===== src/rtl/alu_req_queue.sv =====
// ---------------------------------------------------------------------------
// alu_req_queue
//   Request FIFO sitting in front of the ALU_LI block. Upstream {a, b, op}
//   requests are buffered in a DEPTH-entry circular queue. The head entry is
//   presented to the ALU with a valid/ready handshake.
//
//   Every output is driven from registered state only. There is no
//   combinational path from req_* to alu_*, and none from alu_ready to
//   req_ready.
//
// Parameters
//   WIDTH      operand width in bits (default 32)
//   DEPTH      queue entries; a power of two, at least 2 (default 4)
//
// Ports
//   clk        rising-edge clock
//   reset      asynchronous, active-high reset
//   req_a      upstream operand A
//   req_b      upstream operand B
//   req_op     upstream opcode (0 = add, 1 = mul), stored unchanged
//   req_valid  upstream request valid
//   req_ready  queue has a free entry (count < DEPTH)
//   alu_a      head operand A, zero when the queue is empty
//   alu_b      head operand B, zero when the queue is empty
//   alu_op     head opcode, zero when the queue is empty
//   alu_valid  queue is not empty
//   alu_ready  ALU accepts the head entry
//   count      number of occupied entries
//
// Optional feature (macro ALU_REQ_QUEUE_STATS_EN)
//   Adds push_total / pop_total: free-running 32-bit counters of accepted
//   pushes and pops. They reset to 0 and wrap at 2^32.
// ---------------------------------------------------------------------------
module alu_req_queue #(
  parameter int unsigned WIDTH = 32,
  parameter int unsigned DEPTH = 4
) (
  input  logic                     clk,
  input  logic                     reset,
  input  logic [WIDTH-1:0]         req_a,
  input  logic [WIDTH-1:0]         req_b,
  input  logic                     req_op,
  input  logic                     req_valid,
  output logic                     req_ready,
  output logic [WIDTH-1:0]         alu_a,
  output logic [WIDTH-1:0]         alu_b,
  output logic                     alu_op,
  output logic                     alu_valid,
  input  logic                     alu_ready,
  output logic [$clog2(DEPTH):0]   count
`ifdef ALU_REQ_QUEUE_STATS_EN
  ,
  output logic [31:0]              push_total,
  output logic [31:0]              pop_total
`endif
);

  localparam int unsigned PW = $clog2(DEPTH);
  localparam int unsigned CW = PW + 1;
  localparam int unsigned EW = 2 * WIDTH + 1;

  // Reject illegal DEPTH values at elaboration.
  if (DEPTH < 2 || (DEPTH & (DEPTH - 1)) != 0) begin : g_depth_check
    $error("alu_req_queue: DEPTH must be a power of two and at least 2");
  end

  // Packed entry layout: {a, b, op}.
  typedef logic [EW-1:0] entry_t;

  entry_t          mem [DEPTH];
  logic [PW-1:0]   wr_ptr_q, wr_ptr_d;
  logic [PW-1:0]   rd_ptr_q, rd_ptr_d;
  logic [CW-1:0]   count_q, count_d;

  logic            not_full;
  logic            not_empty;
  logic            push;
  logic            pop;
  entry_t          head;

  // ------------------------------------------------------------------------
  // Status flags, derived from the registered count only. Full and empty are
  // taken from count because the pointers are equal in both states.
  // ------------------------------------------------------------------------
  assign not_full  = (count_q < CW'(DEPTH));
  assign not_empty = (count_q != '0);

  // A pop in the same cycle does not free a slot for a push when full:
  // req_ready looks at registered state only.
  assign push = req_valid & not_full;
  assign pop  = not_empty & alu_ready;

  // ------------------------------------------------------------------------
  // Pointer and occupancy next-state logic. DEPTH is a power of two, so the
  // natural PW-bit rollover gives modulo-DEPTH wrapping.
  // ------------------------------------------------------------------------
  always_comb begin
    wr_ptr_d = wr_ptr_q;
    rd_ptr_d = rd_ptr_q;
    if (push) begin
      wr_ptr_d = wr_ptr_q + PW'(1);
    end
    if (pop) begin
      rd_ptr_d = rd_ptr_q + PW'(1);
    end
  end

  always_comb begin
    count_d = count_q;
    unique case ({push, pop})
      2'b10:   count_d = count_q + CW'(1);
      2'b01:   count_d = count_q - CW'(1);
      default: count_d = count_q;  // idle, or push and pop cancel out
    endcase
  end

  always_ff @(posedge clk or posedge reset) begin
    if (reset) begin
      wr_ptr_q <= '0;
      rd_ptr_q <= '0;
      count_q  <= '0;
    end else begin
      wr_ptr_q <= wr_ptr_d;
      rd_ptr_q <= rd_ptr_d;
      count_q  <= count_d;
    end
  end

  // ------------------------------------------------------------------------
  // Storage array. It has no reset; the head mux below masks stale contents
  // whenever the queue is empty.
  // ------------------------------------------------------------------------
  always_ff @(posedge clk) begin
    if (push) begin
      mem[wr_ptr_q] <= {req_a, req_b, req_op};
    end
  end

  assign head = mem[rd_ptr_q];

  // ------------------------------------------------------------------------
  // Outputs. The head is forced to zero when empty, so reset clears the ALU
  // outputs asynchronously through count_q.
  // ------------------------------------------------------------------------
  always_comb begin
    alu_a = '0;
    alu_b = '0;
    alu_op = 1'b0;
    if (not_empty) begin
      alu_a  = head[EW-1 -: WIDTH];
      alu_b  = head[WIDTH -: WIDTH];
      alu_op = head[0];
    end
  end

  assign alu_valid = not_empty;
  assign req_ready = not_full;
  assign count     = count_q;

`ifdef ALU_REQ_QUEUE_STATS_EN
  // ------------------------------------------------------------------------
  // Transfer statistics. The counters wrap naturally at 32 bits.
  // ------------------------------------------------------------------------
  logic [31:0] push_total_q;
  logic [31:0] pop_total_q;

  always_ff @(posedge clk or posedge reset) begin
    if (reset) begin
      push_total_q <= '0;
      pop_total_q  <= '0;
    end else begin
      if (push) begin
        push_total_q <= push_total_q + 32'd1;
      end
      if (pop) begin
        pop_total_q <= pop_total_q + 32'd1;
      end
    end
  end

  assign push_total = push_total_q;
  assign pop_total  = pop_total_q;
`endif

endmodule


===== config.mk =====
export PLATFORM = sky130hd
export DESIGN_NAME = alu_req_queue
export DESIGN_NICKNAME = d
export VERILOG_FILES = /design/src/rtl/alu_req_queue.sv
export SDC_FILE = /design/constraint.sdc
export NUM_CORES = 1
export LEC_CHECK = 0
export ABC_AREA = 1
export CAP_MARGIN = 0
export CORE_ASPECT_RATIO = 1.2
export CORE_MARGIN = 1.5
export CORE_UTILIZATION = 44
export DETAILED_ROUTE_END_ITERATION = 8
export GPL_ROUTABILITY_DRIVEN = 0
export PLACE_DENSITY = 0.74
export SLEW_MARGIN = 10
export SYNTH_ARGS = -nofsm -noshare
export SYNTH_HDL_FRONTEND = slang
export SYNTH_SLANG_ARGS = --single-unit

===== constraint.sdc =====
create_clock -name clk -period 5.86 [get_ports clk]
set_clock_uncertainty 0.05 [all_clocks]
set_input_delay 0.586 -clock clk [delete_from_list [all_inputs] [get_ports clk]]
set_output_delay 0.586 -clock clk [all_outputs]
set_load 0.01 [all_outputs]

==> out/qor.yml <==
hp-class: "input pin to asynchronous set/reset pin"
ff2ff_path_depth: 4
fmax_mhz: 251
portBuffers: 138
drcViolationCount: 0
grt_pass1_wl_um: 38000
die_w_um: 151
dieHeight_um: 180
ir_drop_mv: 0.407
start_util_pct: 44.9
antenna_found_initial: 1
setup_violations: 0
p_sw_mw: 2.39
drv_cap: 0
rsz0062_at_grt: "false"
tritoncts: "yes"
grt_pass1_vias: 7590
core-area_mm2: 0.0256
r2r_slack_ns: 3.26
grt_max_degree: 97
critPathKind: "flip-flop to primary output"
startpoint_type: "flip-flop"
final_common_cell: "inv_1"
power.share.clock_pct: 24.7
cts_made_buffers: 26
pin_count: 139
synth_ff_type: "edfxtp_1"
status: "complete, no violations"
comb_power_share_pct: 38.9
slew_headroom_pct: 24.7
finalCritPeriodShare_pct: 68.1
synth_cell_types: 21
p_int_mw: 4.64
area_growth_pct: 21.7
cts_root_buffer: "clkbuf_16"
final_antenna_net_count: 0
yosysWarnings: 0
h-tree-depth: 1
vias: 7447
dp_hpwl_um: 13500
p_leak_nw: 5.97
numClockSinks: 267
period_needed_ns: 3.99
postSynthCellCount: 1081
rows: 64
drtIter0Drc: 453
fin_nets: 1281
dpl_cell_area_mm2: 0.0131
synth_seq_area_share_pct: 69.4
drive_gt1_share_pct: 5.06
netlist_area_mm2: 0.0115
track_usage_pct: 18.0
path_max_fanout: 96
setup-tns-final_ns: 0
switching_share_pct: 34.0
worst_pin_slew_ns: 1.13
reg2reg_from: "count[2]"
cts_setup_buffers: 0
final_hold_viol_count: 0
pwr-share-seq_pct: 36.4
nFillCells: 2117
r2r_end: "mem[1][47]"
cp-end-kind: "primary output"
synth_edf_count: 260
design_area_mm2: 0.0140
worstPathRequired_ns: 5.22
syn_nets: 1156
routed_via_density: 4.78
wl_per_cell_um: 15.4
worst_ep_arrival_time_ns: 3.35
final_cell_mix: "inv_1, nand2_1, edfxtp_1, clkdlybuf4s50_1, nand3_1"
drtPass1Iterations: 4
clk_pin_slew_ns: 0.06
cts_resized: 0
syn_area_per_cell_um2: 10.6
synth_async_sr_flop_share_pct: 2.62
cts_hold_buf: 0
overflow: 0
slew_violations: 0
worstSkewPairLatency_ns: 0.52
die-area_mm2: 0.0271
powerDensity_mw_per_mm2: 502
clk_path_buf_depth: 3
wl_um: 23900
synth-seq-cells: 267
==> layout make-up <==
type | count | area, um2 | share of cell area (%)
clock inverter | 19 | 221 | 1.58
tap | 330 | 413 | 2.95
multi-input combinational | 486 | 2190 | 15.6
timing repair buffer | 148 | 1460 | 10.4
antenna | 1 | 2.50 | 0.0179
sequential | 267 | 7990 | 57.1
inverter | 277 | 1040 | 7.45
clock buffer | 29 | 683 | 4.88
==> routing by layer <==
metal	share of wire [%]	up-vias	global-route usage, %
met2	51	226	32.4
met1	40	3504	21.8
met3	5.8	47	2.61
met5	0	-	0
li1	-	3670	-
met4	2.7	0	6.37
==> state kept, by name (all words and copies together), names as in the netlist <==
| signal | cells |
|---|---|
| mem | 260 |
| count | 3 |
| wr_ptr_q | 2 |
| rd_ptr_q | 2 |
==> cell usage after synthesis (2+ instances only) <==
cell type	number	share of area, %
buf_2	24	1.0
clkbuf_1	12	0.39
nand3_1	132	5.7
a21oi_1	66	2.9
nor2_1	5	0.16
inv_1	271	8.8
inv_2	6	0.20
buf_4	2	0.13
edfxtp_1	260	68
ha_1	5	0.54
dfrtp_1	7	1.5
xnor2_1	2	0.15
buf_6	12	1.2
nand2_1	270	8.8
==> per-stage QoR <==
stage | hold WS (ns) | setup WS [ns] | power, mW | utilization (%) | std cells
floorplan | 0.339 | 1.84 | 4.17 | - | 1081
global placement | 0.458 | 2.45 | 5.31 | 51.1 | 1508
detailed placement | 0.464 | 2.38 | 5.36 | 51.1 | 1508
CTS | 0.255 | 1.81 | 7.11 | 54.6 | 1556
global route | 0.285 | 1.62 | 7.45 | 54.6 | 1557
finish | 0.253 | 1.87 | 7.03 | 54.6 | 1557
==> how the worst max path moves through the flow <==
stage / endpoint / start
after detailed placement: alu_a[16] / rd_ptr_q[0]
after global placement: alu_a[4] / rd_ptr_q[0]
after floorplan: mem[0][0] / req_valid
final: alu_a[16] / rd_ptr_q[0]
after CTS: alu_a[16] / rd_ptr_q[0]
after global routing: alu_a[16] / rd_ptr_q[0]
==> power groups by stage <==
stage               registers [mW]  clock network, mW  logic [mW]
finish                        2.56               1.74        2.73
global route                  2.59               1.84        3.02
detailed placement            2.60                  0        2.76
global placement              2.59                  0        2.72
floorplan                     2.56                  0        1.61
CTS                           2.56               1.77        2.78
==> logic make-up after synthesis <==
family                   share of synthesized area [%]
AND/OR/NAND/NOR                                   14.9
buffers and inverters                             11.8
flip-flops                                        69.4
AO/OA/AOI/OAI                                     2.96
adder cells (fa/ha/maj)                          0.718
XOR/XNOR                                         0.229
==> critical path: stages (launching register included) <==
cell and delay (ns):
dfrtp_4 0.70, inv_4 0.79, buf_4 0.51, nand2_1 0.11, nand3_1 0.10, a21oi_1 0.09, clkdlybuf4s50_1 0.50
Power figures use the tool's default switching activity.
